File: config.mk
export PLATFORM = sky130hd
export DESIGN_NAME = prism_exec_core
export DESIGN_NICKNAME = d
export VERILOG_FILES = /design/src/rtl/prism_exec_core.sv
export SDC_FILE = /design/constraint.sdc
export NUM_CORES = 1
export LEC_CHECK = 0
export ABC_AREA = 1
export CAP_MARGIN = 20
export CORE_MARGIN = 1
export CORE_UTILIZATION = 40
export CTS_CLUSTER_DIAMETER = 60
export DETAILED_ROUTE_END_ITERATION = 12
export PLACE_DENSITY = 0.86
export RECOVER_POWER = 100
export SLEW_MARGIN = 40
export SYNTH_ARGS = -nofsm -noshare
export SYNTH_HDL_FRONTEND = slang
export SYNTH_SLANG_ARGS = --single-unit
File: constraint.sdc
create_clock -name clk -period 5.1 [get_ports clk]
set_input_delay 1.02 -clock clk [delete_from_list [all_inputs] [get_ports clk]]
set_output_delay 1.02 -clock clk [all_outputs]
set_load 0.01 [all_outputs]
File: src/rtl/prism_exec_core.sv
`default_nettype none
// ---------------------------------------------------------------------------
// prism_exec_core : PRISM execution stage (SIT decode, state, outputs, dwell)
// rev 1.0
// ---------------------------------------------------------------------------
module prism_exec_core #(
  parameter int WIDTH   = 80,
  parameter int DEPTH   = 2,
  parameter int A_BITS  = 1,
  parameter int N_IN    = 8,
  parameter int N_OUT   = 8,
  parameter int SYNC_IN = 1
) (
  input  logic              clk,
  input  logic              rst_n,
  input  logic              en,
  input  logic              restart,
  input  logic [N_IN-1:0]   in_sig,
  output logic [A_BITS-1:0] raddr1,
  input  logic [WIDTH-1:0]  rdata1,
  output logic [N_OUT-1:0]  out_sig,
  output logic [A_BITS-1:0] cur_state,
  output logic [7:0]        cnt,
  output logic              err
);

  logic [N_IN-1:0]   s;
  logic [7:0]        s_pad;
  logic [2:0]        sel0, sel1;
  logic              inv0, inv1, c0, c1, op_res, cond;
  logic [1:0]        op;
  logic [A_BITS-1:0] nxt;
  logic              nxt_bad;
  logic [N_OUT-1:0]  out_true, out_false;
  logic              cnt_load, cnt_dec, use_cnt;
  logic [7:0]        reload;
  logic              unused_bits;

  generate
    if (SYNC_IN != 0) begin : g_sync
      logic [N_IN-1:0] sync1, sync2;
      always_ff @(posedge clk) begin
        if (!rst_n) begin
          sync1 <= '0;
          sync2 <= '0;
        end else begin
          sync1 <= in_sig;
          sync2 <= sync1;
        end
      end
      assign s = sync2;
    end else begin : g_direct
      assign s = in_sig;
    end
  endgenerate

  // Selects can address up to 8 inputs; absent inputs read as 0.
  assign s_pad     = 8'(s);
  assign sel0      = rdata1[2:0];
  assign inv0      = rdata1[3];
  assign sel1      = rdata1[6:4];
  assign inv1      = rdata1[7];
  assign op        = rdata1[9:8];
  assign nxt       = rdata1[10 +: A_BITS];
  assign out_true  = rdata1[16 +: N_OUT];
  assign out_false = rdata1[24 +: N_OUT];
  assign cnt_load  = rdata1[32];
  assign cnt_dec   = rdata1[33];
  assign use_cnt   = rdata1[34];
  assign reload    = rdata1[47:40];
  // Reserved and ignored SI bits are intentionally left undecoded.
  assign unused_bits = ^rdata1;

  assign c0      = s_pad[sel0] ^ inv0;
  assign c1      = s_pad[sel1] ^ inv1;
  assign nxt_bad = ({{(32-A_BITS){1'b0}}, nxt} >= 32'(DEPTH));

  always_comb begin
    op_res = c0;
    case (op)
      2'b00: op_res = c0;
      2'b01: op_res = c0 & c1;
      2'b10: op_res = c0 | c1;
      2'b11: op_res = c0 ^ c1;
      default: op_res = c0;
    endcase
    cond = op_res & (~use_cnt | (cnt == 8'd0));
  end

  assign raddr1 = cur_state;

  always_ff @(posedge clk) begin
    if (!rst_n) begin
      cur_state <= '0;
      out_sig   <= '0;
      cnt       <= '0;
      err       <= 1'b0;
    end else if (restart) begin
      cur_state <= '0;
      out_sig   <= '0;
      cnt       <= '0;
    end else if (en) begin
      if (cond) begin
        cur_state <= nxt_bad ? '0 : nxt;
        err       <= err | nxt_bad;
        out_sig   <= out_true;
        if (cnt_load) cnt <= reload;
      end else begin
        out_sig <= out_false;
        if (cnt_dec && (cnt != 8'd0)) cnt <= cnt - 8'd1;
      end
    end
  end

endmodule
`default_nettype wire

### After elaboration in Yosys (flattened, before gate mapping)

Index checks and enable logic that the tools add are counted.

* register bits after elaboration: 33
* output and inout bits: 19
* input port bits: 92

* reductions and logical operators: 8
* $lt $le $gt $ge: 2
* eq/ne operators: 4
* bitwise gates (word level): 9
* multiplexer cells: 9
* add/sub/neg operators: 1

Operator list (count)
* two-way mux 8 bit: 4
* logical NOT 8 bit: 1
* less-than comparator 3 x 4 -> 1 bit (second input constant): 2
* nonzero test 8 bit: 1
* subtractor 8 x 1 -> 8 bit (second input constant): 1
* binary-select mux 1 bit (select 3 bit): 2
* == test 2 bit (second input constant): 2
* case mux 1 bit (4 select lines): 1
* AND reduction 3 bit: 1
* bitwise XOR 1 bit: 3
* bitwise AND 1 bit: 2
* == test 2 x 1 -> 1 bit (second input constant): 1
* logical NOT 2 bit: 1
* two-way mux 1 bit: 2
* != test 2 bit (second input constant): 1
* NOT 1 bit: 2
* bitwise OR 1 bit: 2
* AND reduction 2 bit: 1
* nonzero test 2 bit: 1
* OR reduction 2 bit: 1
* logical AND 1 bit: 1

### Depth between registers and ports, before layout

* word-level depth: 8
* depth in mapped cells: 19

### Least setup slack after synthesis

OpenSTA, ideal clock, no wires.

* path kind: input to register
* from: input port rdata1[4]
* to: register cnt[0]
* arrival: 2.765 ns
* path buffers: 1
* stages on the path: 16
* setup slack: 2.222 ns
* cell sequence: inv_1 o21ai_0 a22oi_1 o21ai_0 xor2_1 inv_1 ha_1 o21ai_0 nor2_1 a21oi_4 nand2_2 nand2_1 nand3_2 buf_6 nor2_1 nor2_1

* cells in the longest elaborated chain, start to end: 8
* elaborated cells between the ends (all ways): 12
* classes of those cells: 1 x eq/ne; 4 x mux; 5 x bitwise; 2 x reduce/logical

Ends and longest elaborated chain
* start, declared: line 20 `input logic [WIDTH-1:0] rdata1,`
* binary-select mux 1 bit (select 3 bit) *: line 75 `assign c1 = s_pad[sel1] ^ inv1;`
* two-way mux 1 bit (not written as such) *: line 75
* bitwise XOR 1 bit *: line 75
* bitwise XOR 1 bit, or another cell as far along: line 84 `2'b11: op_res = c0 ^ c1;`
* case mux 1 bit (4 select lines) *: line 80 `case (op)`
* bitwise AND 1 bit *: line 87 `cond = op_res & (~use_cnt | (cnt == 8'd0));`
* != test 2 bit (no source line) / nonzero test 2 bit (equally long branches)
* AND reduction 3 bit (no source line)
* end signal, assigned: line 107 `if (cnt_load) cnt <= reload;`
* end signal, assigned: line 110 `if (cnt_dec && (cnt != 8'd0)) cnt <= cnt - 8'd1;`
* end, declared: line 23 `output logic [7:0] cnt,`

Every way passes the cells marked *; elsewhere a longest branch is shown, timed or not. The select of a mux whose other input is x is not followed.
A chain may end at the register's enable or synchronous reset.

### Worst setup path after layout

* from: input port rdata1[4]
* to: register out_sig[1]

* cells in the longest elaborated chain, start to end: 7
* elaborated cells between the ends (all ways): 9
* classes of those cells: 4 x mux; 5 x bitwise

Ends and longest elaborated chain
* binary-select mux 1 bit (select 3 bit) *: line 75
* two-way mux 1 bit (not written as such) *: line 75
* bitwise XOR 1 bit *: line 75
* bitwise XOR 1 bit, or another cell as far along: line 84
* case mux 1 bit (4 select lines) *: line 80
* bitwise AND 1 bit *: line 87
* two-way mux 8 bit *: line 103 `if (cond) begin`
* end signal, assigned: line 106 `out_sig <= out_true;`
* end signal, assigned: line 109 `out_sig <= out_false;`
* end, declared: line 21 `output logic [N_OUT-1:0] out_sig,`

Marked as above.

==> impl_metrics.toml <==
[sta]
rsz0062_at_grt = "no"
setup_violations = 0
min_period_ps = 4040
final_hold_viol_count = 0
tightest_slew_ps = 573.9
worst_hold_slack_ps = 410.9
max_clock_freq_mhz = 247.5
finalCritPeriodShare_pct = 79.23
drv_slew = 0
finClkSkew_ps = 4.955
relSlewSlack_pct = 61.70
fin_setup_tns_ps = 0

[clock_tree]
cts_hold_buf = 0
clkTransAtPathRegs_ps = 70
cts_buffers = 5
clk_latency_ps = 290
clock_path_buffers = 2
clock_sinks = 33
cts_setup_buffers = 0
cts-root-buf = "clkbuf_8"
h-tree-depth = 2
cts_resized = 0
cts_tree = "yes"

[worst_hold_path]
hp-class = "flip-flop to flip-flop"
min_from = "g_sync.sync1[5]"
min_path_cells = 2

[worst_setup_path]
startpoint_type = "input port"
reg2reg_from = "g_sync.sync2[1]"
path_class = "input port to flip-flop"
critPathLaunch = "rdata1[4]"
crit_arrival_ps = 4250
endpoint_kind = "flip-flop"
critPathRequiredTime_ps = 5310
rr_worst_depth = 16
path_max_fanout = 21

[synthesis]
ys_types = 24
synthMuxAreaShare_pct = 0
synthAdderAreaFrac_pct = 2.821
synth_area_leader_cell = "dfxtp_1"
synth_xor_area_share_pct = 2.962
synth-seq-area-share_pct = 37.24
synth_top_area_share_pct = 37.24
synth_top_family_by_area = "simple AND/OR/NAND/NOR gates"
syn-num-nets = 373
syn-cell-area_sq_um = 1774
yosys_register_bits = 33
synth_compound_gate_area_share_pct = 8.815
synth-warning-count = 0
syn_inst = 277
synth.area.top_cells = "dfxtp_1 37%, nand2_1 22%, inv_1 9.3%"
syn_avg_cell_area_sq_um = 6.405
synthSimpleGateAreaFrac_pct = 34.41

[global_routing]
antenna_found_initial = 0
grt-ovfl-total = 0
grt_pass1_wl_mm = 6.306
grt_pass1_vias = 1515
grt_usage_pct = 18.14
grt_max_degree = 22

[power]
powerDensity_nw_per_um2 = 280.3
p_leak_nw = 1.349
total_power_mw = 0.7136
irDropWorstVdd_uv = 143.8

[die]
fp.dieW_um = 68.60
rows = 23
die_area_sq_um = 4706
pin_count = 111
coreArea_sq_um = 4115
initial_core_util_pct = 43.11
dieHeight_um = 68.60

[status]
status = "complete, no violations"

[place]
hpwl_mm = 3.009
routabilityCongestion = 0.7566
portBuffers = 67

[route]
drc = 0
wire_per_inst_um = 9.860
drtIter0Drc = 60
drt-pass1-iter-count = 4
via_per_inst = 4.483
drt-total-wl_mm = 3.875
num_vias = 1762
ant_nets = 0

[finish]
final_cell_mix = "103 x nand2_1, 48 x clkdlybuf4s50_1, 45 x inv_1, 33 x dfxtp_1, 26 x nor2_1"
layout_commonest_cell = "nand2_1"
drive_gt1_share_pct = 5.248
area_growth_pct = 43.51
final_net_count = 438
n_antenna_cell = 0

[flow_run]
drv_cap = 0
## flip-flops by register name, indices dropped and copies added, names as in the netlist
name / cells
out_sig: 8
g_sync.sync1: 8
cnt: 8
cur_state: 1
g_sync.sync2: 8
## routing by layer
layer	vias up	GRT usage (%)	part of all wire (%)	wire length, um
met3	5	4.276	5.7	220
met1	757	20.30	45	1732
met4	0	8.594	1.4	53
met5	-	0	0	0
met2	48	32.11	48	1869
li1	952	-	-	-
## cells in the mapped netlist
| master | number |
|---|---|
| clkbuf_1 | 2 |
| a21oi_1 | 13 |
| nor2_2 | 2 |
| a21oi_4 | 1 |
| conb_1 | 1 |
| a22oi_1 | 1 |
| xor2_1 | 6 |
| nor2_1 | 26 |
| nand2_2 | 2 |
| nand3_1 | 10 |
| nor3_1 | 1 |
| dfxtp_1 | 33 |
| buf_6 | 1 |
| buf_4 | 5 |
| o21ai_1 | 5 |
| inv_1 | 44 |
| nand2_1 | 102 |
| clkinv_1 | 2 |
| nand3_2 | 5 |
| buf_1 | 1 |
| o211ai_1 | 1 |
| inv_2 | 2 |
| o21ai_0 | 7 |
| ha_1 | 4 |
## logic make-up (layout without fill, tap and decap cells)
kind of cell,after synthesis,count (layout)
and+or+nand+nor,148,148
buffers and inverters,57,123
adders and majority gates,4,4
xor gates and xnor gates,6,6
DFF,33,33
AOI/OAI and AO/OA,28,28
other,1,1
## worst paths after layout
path                           to  slack (ps)
setup / recovery       out_sig[1]        1060
setup reg to reg       out_sig[1]        2110
hold reg to reg   g_sync.sync2[5]         410
hold / removal    g_sync.sync2[5]         410
## final cells by class
class | instances | area [sq um]
clock buffers | 7 | 96.34
clock inverters | 1 | 5.005
flip-flops and latches | 33 | 660.6
well taps | 50 | 62.56
multi-input cells | 187 | 870.8
repair buffers | 67 | 670.6
inverters | 48 | 180.2
fillers | 367 | 1569
## power breakdown
group | total, mW | switching [mW] | internal (mW) | leakage (nW)
sequential | 0.280 | 0.00793 | 0.272 | 0.271
combinational | 0.218 | 0.121 | 0.0973 | 1.02
clock | 0.215 | 0.0936 | 0.122 | 0.0542
## metrics by stage
stage               setup slack (ps)  instances  instance area [sq um]  util (%)
global route                   614.2        393                   2546     61.87
floorplan                       2222        277                   1774         -
CTS                             1352        393                   2549     61.93
global placement                1167        385                   2447     59.47
detailed placement              1044        385                   2447     59.47
finish                          1060        393                   2546     61.87
## worst max-delay path, stage by stage
cell and delay [ps]:
clkdlybuf4s50_1 540, inv_1 100, o21ai_0 170, a22oi_1 100, o21ai_0 190, xor2_1 230
inv_1 70, ha_1 170, o21ai_0 150, nor2_1 90, a21oi_4 140, nand2_1 330
inv_1 570, nand2_1 100, nand2_1 80, nand2_1 50, a21oi_1 150
(Power assumes the default switching activity.)
